[src/rtl/id_issue_arbiter.sv]
// Round-robin arbiter that shares the single decode-to-issue slot between the fetch path
// (source 0) and an injection path (source 1). It supports atomic source-1 bursts guarded
// by a lock watchdog.
module id_issue_arbiter #(
  parameter int unsigned DataWidth   = 64,
  parameter int unsigned LockTimeout = 16,
  parameter int unsigned CntWidth    = $clog2(LockTimeout + 1)
) (
  input  logic                 clk_i,
  input  logic                 rst_ni,
  input  logic                 flush_i,
  input  logic                 src0_valid_i,
  input  logic [DataWidth-1:0] src0_data_i,
  output logic                 src0_ready_o,
  input  logic                 src1_valid_i,
  input  logic [DataWidth-1:0] src1_data_i,
  input  logic                 src1_last_i,
  output logic                 src1_ready_o,
  output logic                 issue_valid_o,
  output logic [DataWidth-1:0] issue_data_o,
  output logic                 issue_src_o,
  input  logic                 issue_ack_i,
  output logic                 locked_o,
  output logic                 lock_timeout_o
);

  typedef enum logic {
    UNLOCKED = 1'b0,
    LOCKED   = 1'b1
  } lock_state_e;

  lock_state_e          state_q;
  logic                 valid_q;
  logic [DataWidth-1:0] data_q;
  logic                 src_q;
  logic                 last_q;
  logic                 timeout_q;
  logic [CntWidth-1:0]  cnt_q;

  logic space;
  logic grant_ok;
  logic gnt0;
  logic gnt1;
  logic release_gnt;
  logic timeout_hit;

  // While locked, only source 1 may take the slot. On a tie, the source that did not win last time gets the grant.
  always_comb begin
    space       = !valid_q || issue_ack_i;
    grant_ok    = space && !flush_i;
    gnt0        = 1'b0;
    gnt1        = 1'b0;
    if (grant_ok) begin
      if (state_q == LOCKED) begin
        gnt1 = src1_valid_i;
      end else if (src0_valid_i && src1_valid_i) begin
        gnt0 = last_q;
        gnt1 = !last_q;
      end else begin
        gnt0 = src0_valid_i;
        gnt1 = src1_valid_i;
      end
    end
    release_gnt = gnt1 && src1_last_i;
    timeout_hit = (state_q == LOCKED) && (cnt_q == CntWidth'(LockTimeout - 1)) && !release_gnt;
  end

  assign src0_ready_o   = gnt0;
  assign src1_ready_o   = gnt1;
  assign issue_valid_o  = valid_q;
  assign issue_data_o   = data_q;
  assign issue_src_o    = src_q;
  assign locked_o       = (state_q == LOCKED);
  assign lock_timeout_o = timeout_q;

  always_ff @(posedge clk_i or negedge rst_ni) begin
    if (!rst_ni) begin
      state_q   <= UNLOCKED;
      valid_q   <= 1'b0;
      data_q    <= '0;
      src_q     <= 1'b0;
      last_q    <= 1'b1;
      timeout_q <= 1'b0;
      cnt_q     <= '0;
    end else begin
      timeout_q <= 1'b0;

      if (flush_i) begin
        valid_q <= 1'b0;
      end else if (gnt0 || gnt1) begin
        valid_q <= 1'b1;
        data_q  <= gnt1 ? src1_data_i : src0_data_i;
        src_q   <= gnt1;
        last_q  <= gnt1;
      end else if (issue_ack_i) begin
        valid_q <= 1'b0;
      end

      // A flush beats everything. If a last-beat grant and a timeout land in the same cycle, the grant takes precedence.
      if (flush_i) begin
        state_q <= UNLOCKED;
        cnt_q   <= '0;
      end else begin
        case (state_q)
          UNLOCKED: begin
            if (gnt1 && !src1_last_i) begin
              state_q <= LOCKED;
              cnt_q   <= '0;
            end
          end
          LOCKED: begin
            if (release_gnt) begin
              state_q <= UNLOCKED;
              cnt_q   <= '0;
            end else if (timeout_hit) begin
              state_q   <= UNLOCKED;
              cnt_q     <= '0;
              timeout_q <= 1'b1;
            end else if (cnt_q != CntWidth'(LockTimeout)) begin
              cnt_q <= cnt_q + CntWidth'(1);
            end
          end
          default: begin
            state_q <= UNLOCKED;
            cnt_q   <= '0;
          end
        endcase
      end
    end
  end

endmodule

[config.mk]
export PLATFORM = sky130hd
export DESIGN_NAME = id_issue_arbiter
export DESIGN_NICKNAME = d
export VERILOG_FILES = /design/src/rtl/id_issue_arbiter.sv
export SDC_FILE = /design/constraint.sdc
export NUM_CORES = 1
export LEC_CHECK = 0
export ABC_AREA = 1
export BUFFER_PORTS_ARGS = -buffer_cell sky130_fd_sc_hd__buf_4
export CORE_MARGIN = 2
export CORE_UTILIZATION = 45
export CTS_BUF_LIST = sky130_fd_sc_hd__clkbuf_4 sky130_fd_sc_hd__clkbuf_8
export DETAILED_ROUTE_END_ITERATION = 8
export GPL_TIMING_DRIVEN = 0
export PLACE_DENSITY = 0.82
export SKIP_CTS_REPAIR_TIMING = 1
export SYNTH_ARGS = -nofsm -noshare
export SYNTH_HDL_FRONTEND = slang
export SYNTH_SLANG_ARGS = --single-unit
[constraint.sdc]
create_clock -name clk_i -period 1.9 [get_ports clk_i]
set_input_delay 0.095 -clock clk_i [delete_from_list [all_inputs] [get_ports clk_i]]
set_output_delay 0.095 -clock clk_i [all_outputs]
set_load 0.05 [all_outputs]
Word level (Yosys, flattened, before mapping)
Index checks and enable logic that the tools add are counted.
{ "word_totals": {"ff_bits": 74, "inputBits": 135, "out_inout_bits": 70, "wordCells": 55} }
{ "classes": {"add_sub_neg": 1, "n_eq_ne": 4, "mux": 25, "bitwise_logic": 2, "reduce_logical": 16} }
{ "op_table": {"columns": ["cell", "n"], "rows": [
  ["64-bit 2-to-1 mux", 1],
  ["5-bit 2-to-1 mux", 5],
  ["1-bit 2-to-1 mux", 17],
  ["5-bit one-hot mux with 2 select lines", 1],
  ["1-bit logical AND", 6],
  ["5-bit by 1-bit adder with 5-bit output, second input constant", 1],
  ["5-bit by 4-bit equality test with 1-bit output, second input constant", 1],
  ["1-bit logical NOT", 5],
  ["5-bit by 2-bit inequality test with 1-bit output, second input constant", 1],
  ["5-bit inequality test, second input constant", 1],
  ["2-bit AND reduction", 2],
  ["3-bit inequality test, second input constant", 1],
  ["3-bit nonzero test", 1],
  ["1-bit logical OR", 2],
  ["1-bit NOT", 2],
  ["1-bit one-hot mux with 2 select lines", 1]
]} }

Longest topological paths before layout
{ "depth": {"depth_word": 11, "ltp_mapped": 9, "mapped_depth_nobuf": 9} }

Worst setup path before layout
Ideal clock, no wire load.
{ "synth_path": {"path_type": "register -> register", "start": "register state_q (netlist: locked_o)", "end": "register data_q[0] (netlist: issue_data_o[0])", "setup_time_ps": 82, "arrival_ps": 1582, "required_time_ps": 1818, "setup_slack_ps": 236, "path_stages_with_launch": 8, "synth_period_minus_slack_ps": 1664, "path_cell_list": "dfrtp_1 inv_2 nand3_2 nand3_4 inv_2 buf_2 nand2_1 a31oi_1"} }
{ "synth_via": {"elab_chain_cells": 4, "elab_cells_between_ends": 7, "classes_between": "mux: 5; reduce/logical: 2"} }
{ "synth_lines": {"columns": ["element", "line_no", "rtl"], "rows": [
  ["start: declaration", "32", "lock_state_e state_q;"],
  ["start signal: assignment", "78", "state_q <= UNLOCKED;"],
  ["start signal: assignment", "101", "state_q <= UNLOCKED;"],
  ["start signal: assignment", "107", "state_q <= LOCKED;"],
  ["1-bit 2-to-1 mux *", "54", "if (state_q == LOCKED) begin"],
  ["1-bit 2-to-1 mux *", "53", "if (grant_ok) begin"],
  ["via src1_ready_o", "18", "output logic src1_ready_o,"],
  ["1-bit logical OR", "90", "end else if (gnt0 || gnt1) begin"],
  ["2-bit AND reduction (no source line)", null, null],
  ["end signal: assignment", "92", "data_q <= gnt1 ? src1_data_i : src0_data_i;"],
  ["end: declaration", "34", "logic [DataWidth-1:0] data_q;"]
]} }
The timed path passes the listed nets; every way through them passes the cells marked *.
A chain may end at the register's enable or synchronous reset.

Final worst setup path
{ "layout_path": {"start": "input flush_i", "end": "output src1_ready_o"} }
{ "layout_via": {"elab_chain_cells": 3} }
{ "layout_lines": {"columns": ["element", "line_no", "rtl"], "rows": [
  ["start: declaration", "11", "input logic flush_i,"],
  ["1-bit logical NOT", "50", "grant_ok = space && !flush_i;"],
  ["1-bit logical AND", "50", null],
  ["1-bit 2-to-1 mux", "53", null],
  ["end: declaration", "18", null]
]} }
Every way passes these cells.

==> results.md <==
- Crit path from: flush_i
- FF-to-FF setup slack: 0.24 ns
- H-tree depth: 3
- Drt drc: 0
- Via-to-Cell Ratio: 5.15
- Required time of the critical path: 1.80 ns
- Sequential cell area fraction in the yosys report: 0.529
- Hold Startpoint: src1_data_i[44]
- CP max FO: 10
- Cell taking the most area after synthesis: dfrtp_1
- Final-report hold violation count: 0
- Clk Latency, worst-skew pair: 0.34 ns
- DP HPWL: 8520 um
- Status: finished, final reports clean
- Switching share of total power: 0.447
- WHS Endpoint: issue_data_o[44]
- CP Launch Type: input pin
- Reg-to-Reg End: cnt_q[3]
- Vias in the first global route: 3961
- Ys Warns: 0
- CP Capture Type: output pin
- Initial antenna violation count: 0
- Hold Crit Class: input pin to flop
- Final nets: 784
- Clock sinks: 74
- WS Path Type: input pin to output pin
- Pwr Density: 1430 nW/um^2
- Worst path cell trace: dlygate4sd3_1, buf_4, nor2_4, nand3_4, inv_2, buf_2, buf_4
- Netlist Area Pre-Place: 3500 um^2
- Slew at the pin with the worst max-slew slack: 0.951 ns
- Die area: 8510 um^2
- Vias: 3881
- Fin cells: 753
- Final Slew Violations: 0
- Final wirelength: 11300 um
- Largest cells by area after synthesis: dfrtp_1 52%, nand2_1 16%, a31oi_1 11%, nor2_1 7.5%, buf_4 3.0%
- Final setup fails: 0
- Total GRT Usage: 0.272
- Largest net degree at the start of global routing: 75
- Initial core utilization: 0.458
- First-pass GRT wire length: 18200 um
- Placed cells: 735
- Commonest non-fill, non-tap cell in the layout: buf_4
- Routability Congestion: 0.897
- Final period utilization: 0.905
- Cells after synthesis: 429
- Syn_area_per_cell: 8.17 um^2
- Ports: 205
- Row cnt: 32
- CTS tree: yes
- Static leakage: 0.00277 uW
- ANT cells: 0
- Clk root buf: clkbuf_8
- Flop pwr share: 0.301
- Die span in y: 92.3 um
- Worst r2r path cells: 9
- Reg-to-reg startpoint: cnt_q[0]
- Top cell type's share of synthesized area: 0.521
- Share of cells above drive strength 1: 0.386
- Number of synthesized flops with an enable pin: 0
- Max-capacitance violation count: 0
- Core Area: 7650 um^2
- RSZ-0062 raised after global routing: false
- Grt ovf: 0
- Worst-path clk slew: 0.08 ns
- Peak supply drop: 826 uV
- Post-synth top flop: dfrtp_1
- Hold Path Depth: 3
- Slew headroom: 0.366
- Initial DRC count: 180
- Deepest clock path buffer count: 2
- Setup Skew: 0.00589 ns
- Drt first pass iters: 7
- Most frequent cells in the layout: 218 x buf_4, 150 x nand2_1, 73 x dfrtp_1
- Routed Antenna Nets: 0
- Buf+Inv Stages, Crit Path: 5
- Top delay family on crit path: buffers and inverters
- Max Clock Freq: 582 MHz
- Int Pwr: 4310 uW
- Synthesized flop and latch total: 74
- Synth cell types: 20
- Mapped Nets: 567
- Area delta synth->final: 55.6%
- Total CTS buffers: 9
- Clock Power Share: 0.210
- Switching pwr: 3490 uW
- WL/cell: 14.9 um
- Most frequent CP cell: buf_4
- Setup TNS: 0 ns
- Die width: 92.3 um
- Crit path time final: 1.72 ns
- Comb power frac: 0.489
- Port Buffers: 204
- Synth async-reset ratio: 1.00
- Critical Path Max Stage Delay: 0.54 ns
- Slowest CP cell: dlygate4sd3_1
- CP arrival: 1.62 ns
==> worst max-delay path by stage <==
stage                                 end  slack [ns]  cells past startpoint
final                        src1_ready_o        0.18                      7
after global placement           cnt_q[2]        0.34                      9
after CTS                    src1_ready_o        0.19                      6
after floorplan           issue_data_o[0]        0.24                      7
after detailed placement         cnt_q[2]        0.27                      9
after global routing             cnt_q[1]        0.05                      9
==> power by group through the flow <==
stage	clock, uW	combinational (uW)	sequential, uW
after floorplan	0	781	4060
after global placement	0	3750	2350
after detailed placement	0	3830	2370
after CTS	1670	3830	2350
after global routing	1730	4020	2410
final	1640	3810	2350
==> cell usage after synthesis, types with 2 or more instances <==
| cell type | count |
|---|---|
| nand2_1 | 150 |
| ha_1 | 3 |
| nand4_1 | 6 |
| inv_2 | 2 |
| buf_2 | 11 |
| buf_4 | 14 |
| o21ai_0 | 2 |
| nor2_1 | 70 |
| nand3_1 | 7 |
| inv_1 | 16 |
| a31oi_1 | 64 |
| clkbuf_1 | 3 |
| dfrtp_1 | 73 |
| nand3b_1 | 2 |
==> registers in the layout, summed over array words and instances, names as in the netlist <==
register	cells
issue_src_o	1
cnt_q	5
locked_o	1
last_q	1
issue_valid_o	1
lock_timeout_o	1
issue_data_o	64
==> worst reg2reg max path, delay by kind of cell, from the launching register on <==
| kind | cells | cell delay (ns) |
|---|---|---|
| flops | 1 | 0.43 |
| simple gates | 7 | 0.73 |
| fa+ha+maj | 2 | 0.40 |
==> cell type report <==
type / instances / area, um^2
plain buffers: 28 / 171
clock buffers: 11 / 145
clock inverters: 5 / 125
fillers: 619 / 2190
inverters: 18 / 67.6
multi-input cells: 309 / 1410
flip-flops and latches: 74 / 1850
well taps: 102 / 128
repair buffers: 206 / 1550
==> through the flow <==
stage	instance area [um^2]	hold WS, ns	utilization	total power [uW]	worst slack, ns
5_1_grt	5450	0.00779	0.713	8160	0.0461
2_1_floorplan	3500	-0.201	-	4840	0.236
6_report	5450	0.0134	0.713	7790	0.181
3_3_place_gp	5160	0.295	0.675	6110	0.343
4_1_cts	5430	-0.0722	0.711	7840	0.187
3_5_place_dp	5160	0.304	0.675	6200	0.271
==> routing by layer <==
metal | track usage | up-vias | part of all wire
met5 | 0 | - | 0
met4 | 0.127 | 0 | 0.023
met3 | 0.0501 | 22 | 0.068
met2 | 0.483 | 167 | 0.52
met1 | 0.317 | 1846 | 0.39
li1 | - | 1846 | -
==> cells by family (layout without fill, tap and decap cells) <==
kind of cell / after synthesis / in the layout / synth area share
AOI/OAI and AO/OA: 68 / 68 / 0.121
adders and majority gates: 3 / 3 / 0.0107
buffers and inverters: 46 / 268 / 0.0682
DFF: 74 / 74 / 0.529
and+or+nand+nor: 238 / 238 / 0.272
No activity file was read; power rests on OpenSTA's default activity.
